### config.mk
export PLATFORM = sky130hd
export DESIGN_NAME = neuron_ctrl
export DESIGN_NICKNAME = d
export VERILOG_FILES = /design/src/rtl/neuron_pkg.sv /design/src/rtl/neuron_ctrl.sv
export SDC_FILE = /design/constraint.sdc
export NUM_CORES = 2
export LEC_CHECK = 0
export ABC_AREA = 1
export CORE_AREA = 8 8 526 528
export DETAILED_ROUTE_END_ITERATION = 16
export DIE_AREA = 0 0 534 536
export GPL_TIMING_DRIVEN = 0
export SYNTH_ARGS = -nofsm -noshare
export SYNTH_HDL_FRONTEND = slang
export SYNTH_SLANG_ARGS = --single-unit
### constraint.sdc
create_clock -name clk -period 2.6 [get_ports clk]
set_input_delay 0.39 -clock clk [delete_from_list [all_inputs] [get_ports clk]]
set_output_delay 0.39 -clock clk [all_outputs]
set_load 0.01 [all_outputs]
### src/rtl/neuron_pkg.sv
// Shared types for the neuron datapath: ALU opcodes, controller states and the
// membrane potential width.
package neuron_pkg;
  localparam int V_WIDTH = 32;

  typedef enum logic [2:0] {
    OP_ADD = 3'd0,
    OP_SLL = 3'd1,
    OP_SRA = 3'd2,
    OP_SUB = 3'd3,
    OP_XOR = 3'd4,
    OP_SRL = 3'd5,
    OP_OR  = 3'd6,
    OP_AND = 3'd7
  } alu_ops_t;

  typedef enum logic [2:0] {
    ST_IDLE,
    ST_INTEG,
    ST_LEAK,
    ST_THRESH,
    ST_DONE
  } ctrl_state_t;
endpackage

### src/rtl/neuron_ctrl.sv
// Per-tick neuron sequencer: integrates weighted spikes, applies leak and
// threshold/fire through an external ALU, and owns the membrane potential.
module neuron_ctrl
  import neuron_pkg::*;
#(
  parameter int NUM_AXONS = 256,
  parameter int NUM_TYPES = 4
) (
  input  logic                                       clk,
  input  logic                                       rst,
  input  logic                                       start,
  output logic                                       ready,
  input  logic [NUM_AXONS-1:0]                       axon_spike,
  input  logic [NUM_AXONS-1:0]                       synapse_row,
  input  logic [NUM_AXONS*$clog2(NUM_TYPES)-1:0]     axon_type,
  input  logic [NUM_TYPES*V_WIDTH-1:0]               weight,
  input  logic signed [V_WIDTH-1:0]                  leak,
  input  logic signed [V_WIDTH-1:0]                  threshold,
  input  logic signed [V_WIDTH-1:0]                  reset_v,
  output alu_ops_t                                   alu_op,
  output logic [V_WIDTH-1:0]                         alu_a,
  output logic [V_WIDTH-1:0]                         alu_b,
  input  logic [V_WIDTH-1:0]                         alu_f,
  output logic                                       done,
  output logic                                       spike,
  output logic [V_WIDTH-1:0]                         v_out
);
  localparam int IW = (NUM_AXONS > 1) ? $clog2(NUM_AXONS) : 1;
  localparam int TW = $clog2(NUM_TYPES);
  localparam logic [IW-1:0] LAST_IDX = IW'(NUM_AXONS - 1);

  ctrl_state_t          state_reg, state_next;
  logic [IW-1:0]        idx_reg, idx_next;
  logic [V_WIDTH-1:0]   v_reg, v_next;
  logic                 fire_reg, fire_next;
  logic [NUM_AXONS-1:0] spike_lat_reg, spike_lat_next;
  logic [NUM_AXONS-1:0] syn_lat_reg, syn_lat_next;

  logic [TW-1:0]        type_arr [NUM_AXONS];
  logic [V_WIDTH-1:0]   weight_arr [NUM_TYPES];

  // Unflatten the configuration buses so the datapath can index them directly.
  genvar gi;
  generate
    for (gi = 0; gi < NUM_AXONS; gi++) begin : g_type
      assign type_arr[gi] = axon_type[gi*TW +: TW];
    end
    for (gi = 0; gi < NUM_TYPES; gi++) begin : g_weight
      assign weight_arr[gi] = weight[gi*V_WIDTH +: V_WIDTH];
    end
  endgenerate

  always_ff @(posedge clk) begin
    if (rst) begin
      state_reg     <= ST_IDLE;
      idx_reg       <= '0;
      v_reg         <= '0;
      fire_reg      <= 1'b0;
      spike_lat_reg <= '0;
      syn_lat_reg   <= '0;
    end else begin
      state_reg     <= state_next;
      idx_reg       <= idx_next;
      v_reg         <= v_next;
      fire_reg      <= fire_next;
      spike_lat_reg <= spike_lat_next;
      syn_lat_reg   <= syn_lat_next;
    end
  end

  always_comb begin
    state_next     = state_reg;
    idx_next       = idx_reg;
    v_next         = v_reg;
    fire_next      = fire_reg;
    spike_lat_next = spike_lat_reg;
    syn_lat_next   = syn_lat_reg;
    alu_op         = OP_ADD;
    alu_a          = '0;
    alu_b          = '0;
    ready          = 1'b0;
    done           = 1'b0;
    spike          = 1'b0;

    case (state_reg)
      ST_IDLE: begin
        ready = 1'b1;
        if (start) begin
          spike_lat_next = axon_spike;
          syn_lat_next   = synapse_row;
          idx_next       = '0;
          state_next     = ST_INTEG;
        end
      end
      ST_INTEG: begin
        // Inactive axons still cost a cycle so tick latency never varies.
        if (spike_lat_reg[idx_reg] & syn_lat_reg[idx_reg]) begin
          alu_a  = v_reg;
          alu_b  = weight_arr[type_arr[idx_reg]];
          v_next = alu_f;
        end
        if (idx_reg == LAST_IDX) state_next = ST_LEAK;
        else                     idx_next   = idx_reg + IW'(1);
      end
      ST_LEAK: begin
        alu_a      = v_reg;
        alu_b      = leak;
        v_next     = alu_f;
        state_next = ST_THRESH;
      end
      ST_THRESH: begin
        // Sign of the wrapped difference decides firing; no overflow correction.
        alu_op     = OP_SUB;
        alu_a      = v_reg;
        alu_b      = threshold;
        fire_next  = ~alu_f[V_WIDTH-1];
        if (~alu_f[V_WIDTH-1]) v_next = reset_v;
        state_next = ST_DONE;
      end
      ST_DONE: begin
        done       = 1'b1;
        spike      = fire_reg;
        state_next = ST_IDLE;
      end
      default: state_next = ST_IDLE;
    endcase
  end

  assign v_out = v_reg;
endmodule

==> summary.md <==
| Metric | Value |
|---|---|
| Critical path's most frequent cell | `buf_12` |
| Async SR Flop Fraction | `0%` |
| Share of layout cells above drive strength 1 | `13.9%` |
| R2R Path Start | `idx_reg[0]` |
| Std cell rows | `191` |
| Fin nets | `8180` |
| I/O pin count | `1385` |
| Fillers | `30400` |
| PwrDens | `824 nW/um^2` |
| Tot Pwr | `49200 uW` |
| Htree depth | `3` |
| Leakage Power | `0.0245 uW` |
| Slowest stage delay, CP | `890 ps` |
| Total GRT Usage | `28.3%` |
| Post-synth top flop | `dfxtp_1` |
| CP endpoint kind | `output port` |
| Starting Density | `11.9%` |
| Relative slew slack | `2.56%` |
| Ranking of synthesized cells by area | `dfxtp_1 35%, nand2_1 15%, o21ai_0 10%` |
| Final setup violation count | `333` |
| CP Data Arrival Time | `4310 ps` |
| First-pass GRT wire length | `516 mm` |
| R2r setup slk | `-860 ps` |
| Crit share post-route | `181%` |
| Core ar. | `269000 sq um` |
| Chip width | `534 microns` |
| Max Slew Vio Count | `0` |
| Final WS setup | `-2100 ps` |
| Most frequent cells after synthesis | `1271 x nand2_1, 842 x nor2_1, 638 x o21ai_0` |
| GR Util met3 | `8.46%` |
| Failing checks | `setup timing` |
| Largest net degree at the start of global routing | `13` |
| Synthesized area | `31900 sq um` |
| Met2 usage | `42.3%` |
| CP startpoint kind | `flip-flop` |
| Antenna Violating Nets Remaining | `0` |
| Crit path kind | `flip-flop to output port` |
| Final Hold Vio Count | `0` |
| Synth top area share | `34.9%` |
| Crit. Startpoint | `idx_reg[0]` |
| Initial drt markers | `5764` |
| Fmax | `213 MHz` |
| Post-DP Area | `50700 sq um` |
| Max-cap viol count | `0` |
| Busiest grt layer | `met2` |
| Routed vias/inst | `4.41` |
| Peak supply drop | `0.532 mV` |
| Chip height | `536 microns` |
| Most frequent cell after synthesis | `nand2_1` |
| Vias in the first global route | `43600` |
| Initial DRT Pass Iterations | `12` |
| Slowest cell on the critical path | `o211ai_1` |
| Crit path buffers/inverters | `8` |
| Residual DRC count | `0` |
| Synthesis-stage register bit count | `556` |
| Worst Tran Pin Value | `1460 ps` |
| Pre-CTS setup slack | `-4690 ps` |
| CTS clk-pin slew, worst paths | `60 ps` |
| Req. time, crit path | `2210 ps` |
| Hold Buf Count CTS | `0` |
| Crit-path cells | `buf_12, clkinv_8, buf_16, buf_16, nor2_2, o211ai_1, nand3_1, nand3_1, nand2_2, nand3_4, nand3_4, buf_12, nand2_8, buf_12, buf_6, nand2_4, nand3_2, nand3_2, nand2_4, buf_6` |
| EDFF count, synth | `0` |
| Total clock sinks | `556` |
| Critical-path maximum fanout | `8` |
| Mapped Cells | `5274` |
| CP delay by family, top | `simple AND/OR/NAND/NOR gates` |
| Synth Warn # | `0` |
| Synthesized area per cell | `6.04 sq um` |
| Worst-Skew Late Latency | `740 ps` |
| Layout area overhead | `87.4%` |
| TritonCTS clock tree | `built` |
| Clock Tree Root | `clkbuf_16` |
| Routed WL per cell | `40.3 microns` |
| HPWL Detailed | `343 mm` |
| Fin Clk Skew | `48.5 ps` |
| Die area | `286000 sq um` |
| Unique masters post-synth | `36` |
| Synthesized net count | `6558` |
| Max Root-Sink Buffers | `3` |
| Grt total ovfl | `0` |
| Finished Layout Cells | `10700` |
| Final Util | `22.2%` |
| Via count | `47100` |
| Status | `finished with violations` |
| Total CTS buffers | `76` |
| PortBufs | `1383` |
| Area leader, netlist | `dfxtp_1` |
| GP Congestion | `1.00` |
| Min-delay src | `synapse_row[200]` |
| Unrepaired setup endpoints after global routing | `true` |
| Initial antenna violation count | `339` |
| Min Tclk post-route | `4700 ps` |
| Sequential fraction of the synthesis area | `34.9%` |
| Dpl cells | `10200` |
| Post-route cell area | `59700 sq um` |
| Met1 usage | `36.4%` |
| Hold Crit Class | `input pin to flip-flop` |
| Final wirelength | `430 mm` |
-- layout by cell type, fill, tap and decap left out, types with 73 or more instances in the layout --
cell type,count
inv_1,440
nand2_1,1146
clkbuf_16,84
buf_4,94
clkdlybuf4s50_1,1318
dfxtp_1,554
buf_12,103
nand3_1,459
diode_2,149
a21oi_1,324
nand2_2,73
nand3_2,109
o21ai_0,619
nor2_1,801
clkbuf_1,166
buf_6,102
-- path summary, 6_finish.rpt --
check                           to  depth (start not counted)
hold reg to reg    syn_lat_reg[67]                          2
setup reg to reg         v_out[18]                         21
hold / removal    syn_lat_reg[200]                          3
setup / recovery         alu_b[13]                         20
-- final cells by class --
class	count	area [sq um]	share of cell area (%)
buffer	413	4430	7.42
antenna	149	373	0.624
clock buffer	109	2210	3.70
clock inverter	30	405	0.679
inverter	454	1750	2.93
multi-input combinational	3854	19000	31.8
tap	3570	4470	7.48
sequential	556	11100	18.6
timing repair buffer	1541	16000	26.7
-- routing by layer --
layer  wire [microns]  part of all wire (%)  vias up
met5              597                  0.14        -
met1           182000                    42    22300
met4            25400                   5.9       86
li1                 -                     -    20400
met3            41500                   9.6      832
met2           181000                    42     3459
-- cell families (layout without fill, tap and decap cells) --
| kind of cell | Yosys count | after routing | share of synthesized area, % |
|---|---|---|---|
| other | 1 | 150 | 0.0118 |
| adders and majority gates | 1 | 1 | 0.0392 |
| and+or+nand+nor | 2734 | 2737 | 34.8 |
| AOI/OAI and AO/OA | 1115 | 1115 | 18.4 |
| DFF | 556 | 556 | 34.9 |
| buffers and inverters | 867 | 2547 | 11.8 |
-- report_power, final --
part | total [uW] | switching [uW] | internal (uW)
sequential | 10900 | 705 | 10200
clock | 11300 | 4850 | 6400
combinational | 27000 | 18100 | 8930
total | 49200 | 23700 | 25600
-- through the flow --
| step | setup TNS (ps) | hold slack (ps) |
|---|---|---|
| after floorplan | 0 | 429 |
| after global placement | -1750460 | 439 |
| after detailed placement | -864760 | 443 |
| after CTS | -189910 | 159 |
| after global routing | -210040 | 219 |
| final | -183440 | 236 |
-- worst register-to-register path: stages (launching register included) --
cell and delay [ps]:
dfxtp_4 370, buf_12 150, buf_12 140, buf_16 170, buf_16 190, nand2_2 200, nand3_2 110, nand3_4 250
nand3_2 160, nor2_1 50, nor2_1 130, nand2_2 160, nand2_2 100, nand3_2 80, nand2_2 130, nand2_4 70
buf_6 150, nand3_4 110, nand2_8 120, buf_6 180, nor2_1 240, nor2_1 100
-- timing repair --
| item | 4_1_cts | 5_1_grt |
|---|---|---|
| setup endpoints to repair | 601 | 543 |
| setup buffers | 88 | 38 |
| hold endpoints to repair | 0 | 0 |
| gates cloned | 13 | 6 |
| pin swaps | 69 | 102 |
| resized for setup | 1094 | 388 |
Power figures use the tool's default switching activity.
